<file path="src/rtl/apex7_seq_ctrl_if.sv">
// Request/grant bundle between the requesters and apex7_seq_ctrl.
// The tmo flag is present only when APEX7_SEQ_TIMEOUT_EN is defined.
interface apex7_seq_ctrl_if;
  logic [5:0] req;
  logic       busy;
  logic [3:0] cfg_len;
  logic [5:0] grant;
  logic [2:0] sel;
  logic       start;
  logic [3:0] beat_cnt;
  logic       done;
`ifdef APEX7_SEQ_TIMEOUT_EN
  logic       tmo;

  modport master (
    output req, busy, cfg_len,
    input  grant, sel, start, beat_cnt, done, tmo
  );
  modport slave (
    input  req, busy, cfg_len,
    output grant, sel, start, beat_cnt, done, tmo
  );
`else
  modport master (
    output req, busy, cfg_len,
    input  grant, sel, start, beat_cnt, done
  );
  modport slave (
    input  req, busy, cfg_len,
    output grant, sel, start, beat_cnt, done
  );
`endif
endinterface

</file>
<file path="src/rtl/apex7_seq_ctrl.sv">
// Six-way round-robin sequencer granting a shared resource for bursts of cfg_len+1 beats.
// Optional busy-stall abort is enabled by defining APEX7_SEQ_TIMEOUT_EN.
module apex7_seq_ctrl #(
  parameter int unsigned TMO_CYC = 16
) (
  input  logic           clock,
  input  logic           reset,
  apex7_seq_ctrl_if.slave bus
);

  typedef enum logic [1:0] {StIdle, StGrant, StXfer, StDone} state_e;

  state_e     state_q;
  logic [5:0] grant_q;
  logic [2:0] sel_q;
  logic [2:0] last_q;
  logic       start_q;
  logic       done_q;
  logic [3:0] beat_q;

  logic       pick_found;
  logic [2:0] pick_idx;

`ifdef APEX7_SEQ_TIMEOUT_EN
  localparam int unsigned TcW = $clog2(TMO_CYC + 1);
  localparam logic [TcW-1:0] TcLast = TcW'(TMO_CYC - 1);

  logic [TcW-1:0] tcnt_q;
  logic           tmo_q;
`endif

  // (base + off) mod 6, valid for base <= 5 and off <= 6.
  function automatic logic [2:0] wrap_add(input logic [2:0] base, input logic [2:0] off);
    logic [3:0] s;
    s = {1'b0, base} + {1'b0, off};
    if (s >= 4'd6) s = s - 4'd6;
    return s[2:0];
  endfunction

  always_comb begin
    pick_found = 1'b0;
    pick_idx   = 3'd0;
    for (int k = 1; k <= 6; k++) begin
      if (!pick_found && bus.req[wrap_add(last_q, 3'(k))]) begin
        pick_found = 1'b1;
        pick_idx   = wrap_add(last_q, 3'(k));
      end
    end
  end

  always_ff @(posedge clock) begin
    if (reset) begin
      state_q <= StIdle;
      grant_q <= '0;
      sel_q   <= '0;
      last_q  <= 3'd5;
      start_q <= 1'b0;
      done_q  <= 1'b0;
      beat_q  <= '0;
`ifdef APEX7_SEQ_TIMEOUT_EN
      tcnt_q  <= '0;
      tmo_q   <= 1'b0;
`endif
    end else begin
      start_q <= 1'b0;
      done_q  <= 1'b0;
`ifdef APEX7_SEQ_TIMEOUT_EN
      tmo_q   <= 1'b0;
`endif
      case (state_q)
        StIdle: begin
          if (pick_found) begin
            grant_q <= 6'(1) << pick_idx;
            sel_q   <= pick_idx;
            start_q <= 1'b1;
            state_q <= StGrant;
          end
        end
        StGrant: begin
          beat_q  <= bus.cfg_len;
          state_q <= StXfer;
`ifdef APEX7_SEQ_TIMEOUT_EN
          tcnt_q  <= '0;
`endif
        end
        StXfer: begin
          if (!bus.busy) begin
`ifdef APEX7_SEQ_TIMEOUT_EN
            tcnt_q <= '0;
`endif
            if (beat_q == 4'd0) begin
              state_q <= StDone;
              done_q  <= 1'b1;
            end else begin
              beat_q <= beat_q - 4'd1;
            end
          end
`ifdef APEX7_SEQ_TIMEOUT_EN
          // Abort lands in DONE exactly TMO_CYC busy cycles after the stall began.
          else if (tcnt_q == TcLast) begin
            state_q <= StDone;
            done_q  <= 1'b1;
            tmo_q   <= 1'b1;
          end else begin
            tcnt_q <= tcnt_q + 1'b1;
          end
`endif
        end
        StDone: begin
          last_q  <= sel_q;
          grant_q <= '0;
          state_q <= StIdle;
        end
        default: state_q <= StIdle;
      endcase
    end
  end

  assign bus.grant    = grant_q;
  assign bus.sel      = sel_q;
  assign bus.start    = start_q;
  assign bus.beat_cnt = beat_q;
  assign bus.done     = done_q;
`ifdef APEX7_SEQ_TIMEOUT_EN
  assign bus.tmo      = tmo_q;
`endif

endmodule

</file>
<file path="src/flat_wrapper.sv">
// flat-port wrapper written by rule: the top's interface ports become plain ports
module apex7_seq_ctrl_flat 
#(
  parameter int unsigned TMO_CYC = 16
)
  (clock, reset, bus_req, bus_busy, bus_cfg_len, bus_grant, bus_sel, bus_start, bus_beat_cnt, bus_done);
  apex7_seq_ctrl_if bus_i ();
  input  logic clock;
  input  logic reset;
  input wire logic [$bits(bus_i.req)-1:0] bus_req;
  input wire logic [$bits(bus_i.busy)-1:0] bus_busy;
  input wire logic [$bits(bus_i.cfg_len)-1:0] bus_cfg_len;
  output wire logic [$bits(bus_i.grant)-1:0] bus_grant;
  output wire logic [$bits(bus_i.sel)-1:0] bus_sel;
  output wire logic [$bits(bus_i.start)-1:0] bus_start;
  output wire logic [$bits(bus_i.beat_cnt)-1:0] bus_beat_cnt;
  output wire logic [$bits(bus_i.done)-1:0] bus_done;
  assign bus_i.req = bus_req;
  assign bus_i.busy = bus_busy;
  assign bus_i.cfg_len = bus_cfg_len;
  assign bus_grant = bus_i.grant;
  assign bus_sel = bus_i.sel;
  assign bus_start = bus_i.start;
  assign bus_beat_cnt = bus_i.beat_cnt;
  assign bus_done = bus_i.done;
  apex7_seq_ctrl #(.TMO_CYC(TMO_CYC)) u_core (.clock(clock), .reset(reset), .bus(bus_i));
endmodule
</file>
<file path="config.mk">
export PLATFORM = sky130hd
export DESIGN_NAME = apex7_seq_ctrl_flat
export DESIGN_NICKNAME = d
export VERILOG_FILES = /design/src/rtl/apex7_seq_ctrl_if.sv /design/src/rtl/apex7_seq_ctrl.sv /design/src/flat_wrapper.sv
export SDC_FILE = /design/constraint.sdc
export NUM_CORES = 1
export LEC_CHECK = 0
export CAP_MARGIN = 5
export CORE_UTILIZATION = 40
export CTS_CLUSTER_SIZE = 14
export DETAILED_ROUTE_END_ITERATION = 8
export GPL_TIMING_DRIVEN = 0
export SLEW_MARGIN = 25
export SYNTH_ARGS = -nofsm -noshare
export SYNTH_HDL_FRONTEND = slang
export SYNTH_SLANG_ARGS = --single-unit
</file>
<file path="constraint.sdc">
create_clock -name clock -period 10 [get_ports clock]
set_input_delay 2.5 -clock clock [delete_from_list [all_inputs] [get_ports clock]]
set_output_delay 2.5 -clock clock [all_outputs]
set_load 0.02 [all_outputs]
</file>
# Word-level counts from Yosys, hierarchy flattened
# Cells that the tools add are included.
# word_totals
regBits	20
in_bits	13
output_inout_bits	15
# op_classes
n_addsub	13
n_lt_le_gt_ge	12
eq_ne	7
n_shift	1
n_mux	41
bitwise_logic	2
n_reduce_logical	20
# op_table
op	n
$mux 3	12
$ge 4x3->1 const B	6
$lt 3x4->1 const B	6
$bmux 1 s3	6
$sub 3x3->3 const B	6
$mux 1	14
$add 3x3->4 const B	3
$pmux 6 s2	1
$add 3x2->4 const B	2
$mux 4	2
$pmux 2 s4	1
$pmux 4 s2	1
$mux 2	3
$mux 6	1
$reduce_and 3->1	2
$shl 1x3->6 const A	1
$logic_and 1x1->1	5
$logic_not 1->1	5
$add 3x1->4 const B	1
$eq 2x2->1 const B	2
$logic_not 4->1	1
$ne 2x1->1 const B	2
$ne 2x2->1 const B	2
$reduce_and 2->1	2
7 further kinds	9

# Longest topological paths before layout
# Gate-level depths: netlist (run 1).
# logic_depth
ltp_word	24
ltp_mapped	13
ltp_nobuf	10

# Worst setup path after synthesis (run 1)
# OpenSTA, ideal clock, no wires.
# synth_path
kind	input -> register
start	input bus_req[1]
end	register u_core.grant_q[0] (netlist: u_core.bus.grant[0])
arrival_ns	4.518
required_time_ns	9.883
slack_ns	5.364
cell_stages	7
path_buffers	0
path_cell_list	mux4_2 -> a22o_1 -> a211o_1 -> or2_4 -> o21a_1 -> or3b_1 -> a32o_1
# synth_via
elab_chain_len	21
elab_cells_between_ends	39
cone_classes	1 x eq/ne; 1 x shift; 26 x mux; 11 x reduce/logical
# synth_rtl
element	line	text
from (decl)	flat_wrapper.sv:10	input wire logic [$bits(bus_i.req)-1:0] bus_req;
$bmux 1 s3	apex7_seq_ctrl.sv:44	if (!pick_found && bus.req[wrap_add(last_q, 3'(k))]) begin
$mux 1 (implied by the code)	apex7_seq_ctrl.sv:44	
$mux 1	apex7_seq_ctrl.sv:44	
$logic_not 1->1	apex7_seq_ctrl.sv:44	
$logic_and 1x1->1	apex7_seq_ctrl.sv:44	
$mux 1	apex7_seq_ctrl.sv:44	
$logic_not 1->1	apex7_seq_ctrl.sv:44	
$logic_and 1x1->1	apex7_seq_ctrl.sv:44	
[5 not listed]	--	
$logic_and 1x1->1	apex7_seq_ctrl.sv:44	
$mux 1	apex7_seq_ctrl.sv:44	
$logic_not 1->1	apex7_seq_ctrl.sv:44	
$logic_and 1x1->1	apex7_seq_ctrl.sv:44	
$mux 3	apex7_seq_ctrl.sv:44	
$shl 1x3->6	apex7_seq_ctrl.sv:73	grant_q <= 6'(1) << pick_idx;
$mux 6	apex7_seq_ctrl.sv:72	if (pick_found) begin
$pmux 6 s2	apex7_seq_ctrl.sv:70	case (state_q)
to (signal assigned)	apex7_seq_ctrl.sv:73	
to (decl)	apex7_seq_ctrl.sv:14	logic [5:0] grant_q;
# Several ways; a longest one is shown, not always the timed one. The select of a mux whose other input is x is not followed.
# A chain may end at the register's enable or synchronous reset.

# Worst setup path in the final report (run 1)
# layout_path
start	input bus_req[3]
end	register u_core.grant_q[4] (netlist: u_core.bus.grant[4])
# Same word-level chain as after synthesis.

==> results of run 1 <==
worst max path at each step:
stage / start / to / slack (ns) / cells after the start
floorplan: bus_req[1] / u_core.bus.grant[0]$_SDFFE_PP0P_ / 5.36 / 7
global placement: bus_req[3] / u_core.bus.grant[5]$_SDFFE_PP0P_ / 4.64 / 8
detailed placement: bus_req[3] / u_core.bus.grant[4]$_SDFFE_PP0P_ / 4.63 / 8
CTS: bus_req[3] / u_core.bus.grant[4]$_SDFFE_PP0P_ / 4.91 / 8
global route: bus_req[0] / u_core.bus.grant[0]$_SDFFE_PP0P_ / 4.70 / 8
finish: bus_req[3] / u_core.bus.grant[4]$_SDFFE_PP0P_ / 4.91 / 8
cell type report:
type                       instances  area share (%)
multi-input combinational        186           60.20
tap                               52           2.800
sequential                        20           17.23
buffer                            12           2.962
inverter                          13           2.100
clock inverter                     1           1.292
clock buffer                       3           1.777
timing repair buffer              27           11.63
power groups by stage:
stage	clock, W	combinational, W	sequential (W)
after CTS	0.0000830	0.000371	0.000126
after floorplan	0	0.000248	0.000147
after global routing	0.0000873	0.000410	0.000129
after detailed placement	0	0.000369	0.000128
after global placement	0	0.000368	0.000128
final	0.0000817	0.000371	0.000126
sequential cells by signal, indices dropped and copies added, names as in the netlist:
signal,count
u_core.bus.grant,6
u_core.bus.beat_cnt,4
u_core.bus.sel,3
u_core.last_q,3
u_core.state_q,2
u_core.bus.done,1
u_core.bus.start,1
per-stage QoR:
step / hold slack [ns] / area [um^2] / util, % / power (W) / worst slack (ns)
2_1_floorplan: 0.5105 / 1917 / - / 0.0003944 / 5.364
3_3_place_gp: 0.4515 / 2252 / 50.34 / 0.0004955 / 4.635
3_5_place_dp: 0.4498 / 2252 / 50.34 / 0.0004967 / 4.629
4_1_cts: 0.4756 / 2323 / 51.93 / 0.0005798 / 4.914
5_1_grt: 0.4945 / 2323 / 51.93 / 0.0006268 / 4.704
6_report: 0.4736 / 2323 / 51.93 / 0.0005787 / 4.906
synthesized netlist by cell type, drive strengths merged (5+ instances only):
library cell and n:
nor2 13, nand2 18, nand3 5, o211ai 5, nor3 7, ha 15, mux2i 13, inv 13
o21ai 9, buf 9, mux2 5, a21oi 14, xnor2 6, nand2b 5, dfxtp 20
kinds of logic (layout without fill, tap and decap cells):
logic type	Yosys count	after routing	share of synthesized area (%)
fa+ha+maj	15	15	9.791
buf+inv	25	56	6.136
flops	20	20	20.89
mux	19	19	11.10
compound gates	69	69	26.50
xor+xnor	7	7	3.590
simple gates	76	76	22.00
worst max-delay path, delay by kind of cell:
kind / cells / cell delay, ns
compound gates: 4 / 1.07
buf+inv: 1 / 0.49
simple gates: 2 / 0.70
mux: 1 / 0.48
layer usage:
metal	share of wire (%)	GRT usage, %	wire (um)	up-vias
met5	0	0	0	-
met4	0.76	2.889	36	0
met3	5.1	3.094	241	4
met2	43	29.74	2058	45
met1	51	28.89	2407	850
li1	-	-	-	918
==> summary.txt, run 1 <==
Detailed routing
  • DR DRC count: 1
  • ANT nets after route: 0
  • Detailed Route WL: 4745 um
  • DR vias/cell: around 5.8
  • 1st-iter DRT viols: about 110
  • Via count: 1817
  • Pre-antenna DRT Iters: 7
  • Avg WL per Cell: about 15 um

Power and ir drop
  • VDD IR max: ~140 uV
  • Clock Power Share: 14.1%
  • Pwr dens: 249.0 nW/um^2
  • Sw Share: a little over two fifths
  • Logic pwr share: approximately 64%
  • Leak: 0.9320 nW
  • Internal: 0.0003244 W
  • Net Sw Power: between 0.0002 and 0.0003 W
  • Part of the power in registers: a little over a fifth

Worst setup path
  • Max FO, Critical Path: 7
  • CP startpoint kind: input pin
  • Crit Path Class: in2reg
  • Reg2Reg Launch Point: u_core.last_q[1]$_SDFFE_PP0P_
  • R2r endpoint: u_core.bus.grant[4]$_SDFFE_PP0P_
  • Reg2reg path depth: 11
  • CP required: 10.16 ns
  • R2r setup slk: approximately 6.2 ns
  • Slowest cell on the critical path: clkdlybuf4s50_1
  • Crit path largest cell delay: 0.49 ns
  • Worst path cell trace: clkdlybuf4s50_1 > mux4_2 > a22o_1 > a211o_1 > nor3_1 > a21boi_2 > nor4b_2 > a32o_1
  • Critical Path AT: between 5 and 6 ns
  • Worst setup EP type: register

Timing
  • Layout Skew: about 0.0019 ns
  • RSZ-0062 raised after global routing: no
  • Slew Limit Fails: 0
  • Fmax: a little under 200 MHz
  • Final min period: between 5 and 6 ns
  • Final hold viol count: 0
  • Slew @ Worst Pin: between 0.5 and 0.6 ns
  • TNS Setup: 0 ns
  • Relative slew slack: between 60 and 70%
  • Final Setup Violations: 0
  • Final Cycle Share: between 50 and 60%

Run
  • Max Cap Viol: 0

CTS
  • Clock latency on the worst-skew pair: roughly 0.26 ns
  • TritonCTS clock tree: yes
  • Cts repair resizes: 0
  • CTS Buffer Depth: 2
  • Total CTS buffers: 3
  • CTS Sinks: 20
  • H-tree depth: 1
  • Register clock-pin slew on the reported worst setup and hold paths: roughly 0.080 ns
  • Hold-fix buffers at CTS: 0
  • Root Buffer Master: clkbuf_8
  • Post-CTS setup buffer count: 0

Floorplan
  • # rows: 24
  • Top-Level Pins: 28
  • Width of the die: approximately 71 um
  • Core area: around 4500 um^2
  • Initial core utilization: between 40 and 50%
  • Die ar.: 5073 um^2
  • Die height: roughly 71 um

Logic synthesis
  • Sequential element share of the synthesized area: between 20% and 30%
  • Post-synth EDFFs: 0
  • Top cells by area, synth: dfxtp_1 21%, ha_1 9.8%, mux2i_1 6.3%, nand2_1 3.5%, a21oi_1 3.4%
  • Mapped Cells: 231
  • Syn nets: 259
  • Post-synthesis instance area: 1917 um^2
  • FFs w/ async S/R, synth: 0%
  • Flops & latches, synth: 20
  • Primary FF master, synth: dfxtp_1
  • Syn. warnings: 0
  • Avg Cell Area, Syn: 8.298 um^2
  • Library cells used by synthesis: 62
  • Yosys top cell by area: dfxtp_1
  • Post-synth top area share: 20.89%

Layout
  • Finished Layout Cells: between 300 and 400
  • Most common cell after layout, fill and taps aside: clkdlybuf4s50_1
  • Share of cells above drive strength 1: between 10 and 15%
  • Reg area: between 400 and 500 um^2
  • Final Net Count: 291
  • Most frequent cells in the layout: 27 x clkdlybuf4s50_1, 20 x dfxtp_1, 18 x nand2_1
  • Area of the multi-input gates: 1399 um^2
  • N_diodes: 0
  • Syn-to-layout area delta: 21.21%
  • Filler instances: approximately 430

GRT
  • Gr usage total: between 10% and 20%
  • Pin count of the biggest net entering global routing: 13
  • Vias in the first global route: about 1700
  • Congestion Overflow GR: 0
  • Global-route wire length before repair: between 7000 and 8000 um
  • Initial antenna violation count: 0

Hold path
  • Hold Crit Depth: 1
  • HP Class: reg2reg
  • Worst Hold Path EP: u_core.bus.grant[3]$_SDFFE_PP0P_
  • Hold_sp: u_core.bus.grant[3]$_SDFFE_PP0P_

Run status
  • Violated checks: design-rule violations
  • Outcome: finished with violations

Placement
  • DP HPWL: around 3700 um
  • Port buffer count: 27
  • RD Place Congestion: 0.8527
  • Inst Count DP: 310
(Power assumes the default switching activity.)
==> inputs of run 2 (changes only) <==
Clock period 10 ns to 5.16 ns, I/O delays scaled along.
==> results of run 2 <==
Same layout as run 1 (identical final DEF). Status: finished with violations: design-rule violations.
Main changes from that run: setup slack after placement 4.629 ns -> 0.9990 ns; setup slack after layout 4.906 ns -> 1.276 ns; register-to-register setup slack 6.23 ns -> 1.39 ns; total power 0.0005787 W -> 0.001121 W; worst IR drop on VDD 139.1 uV -> 269.5 uV
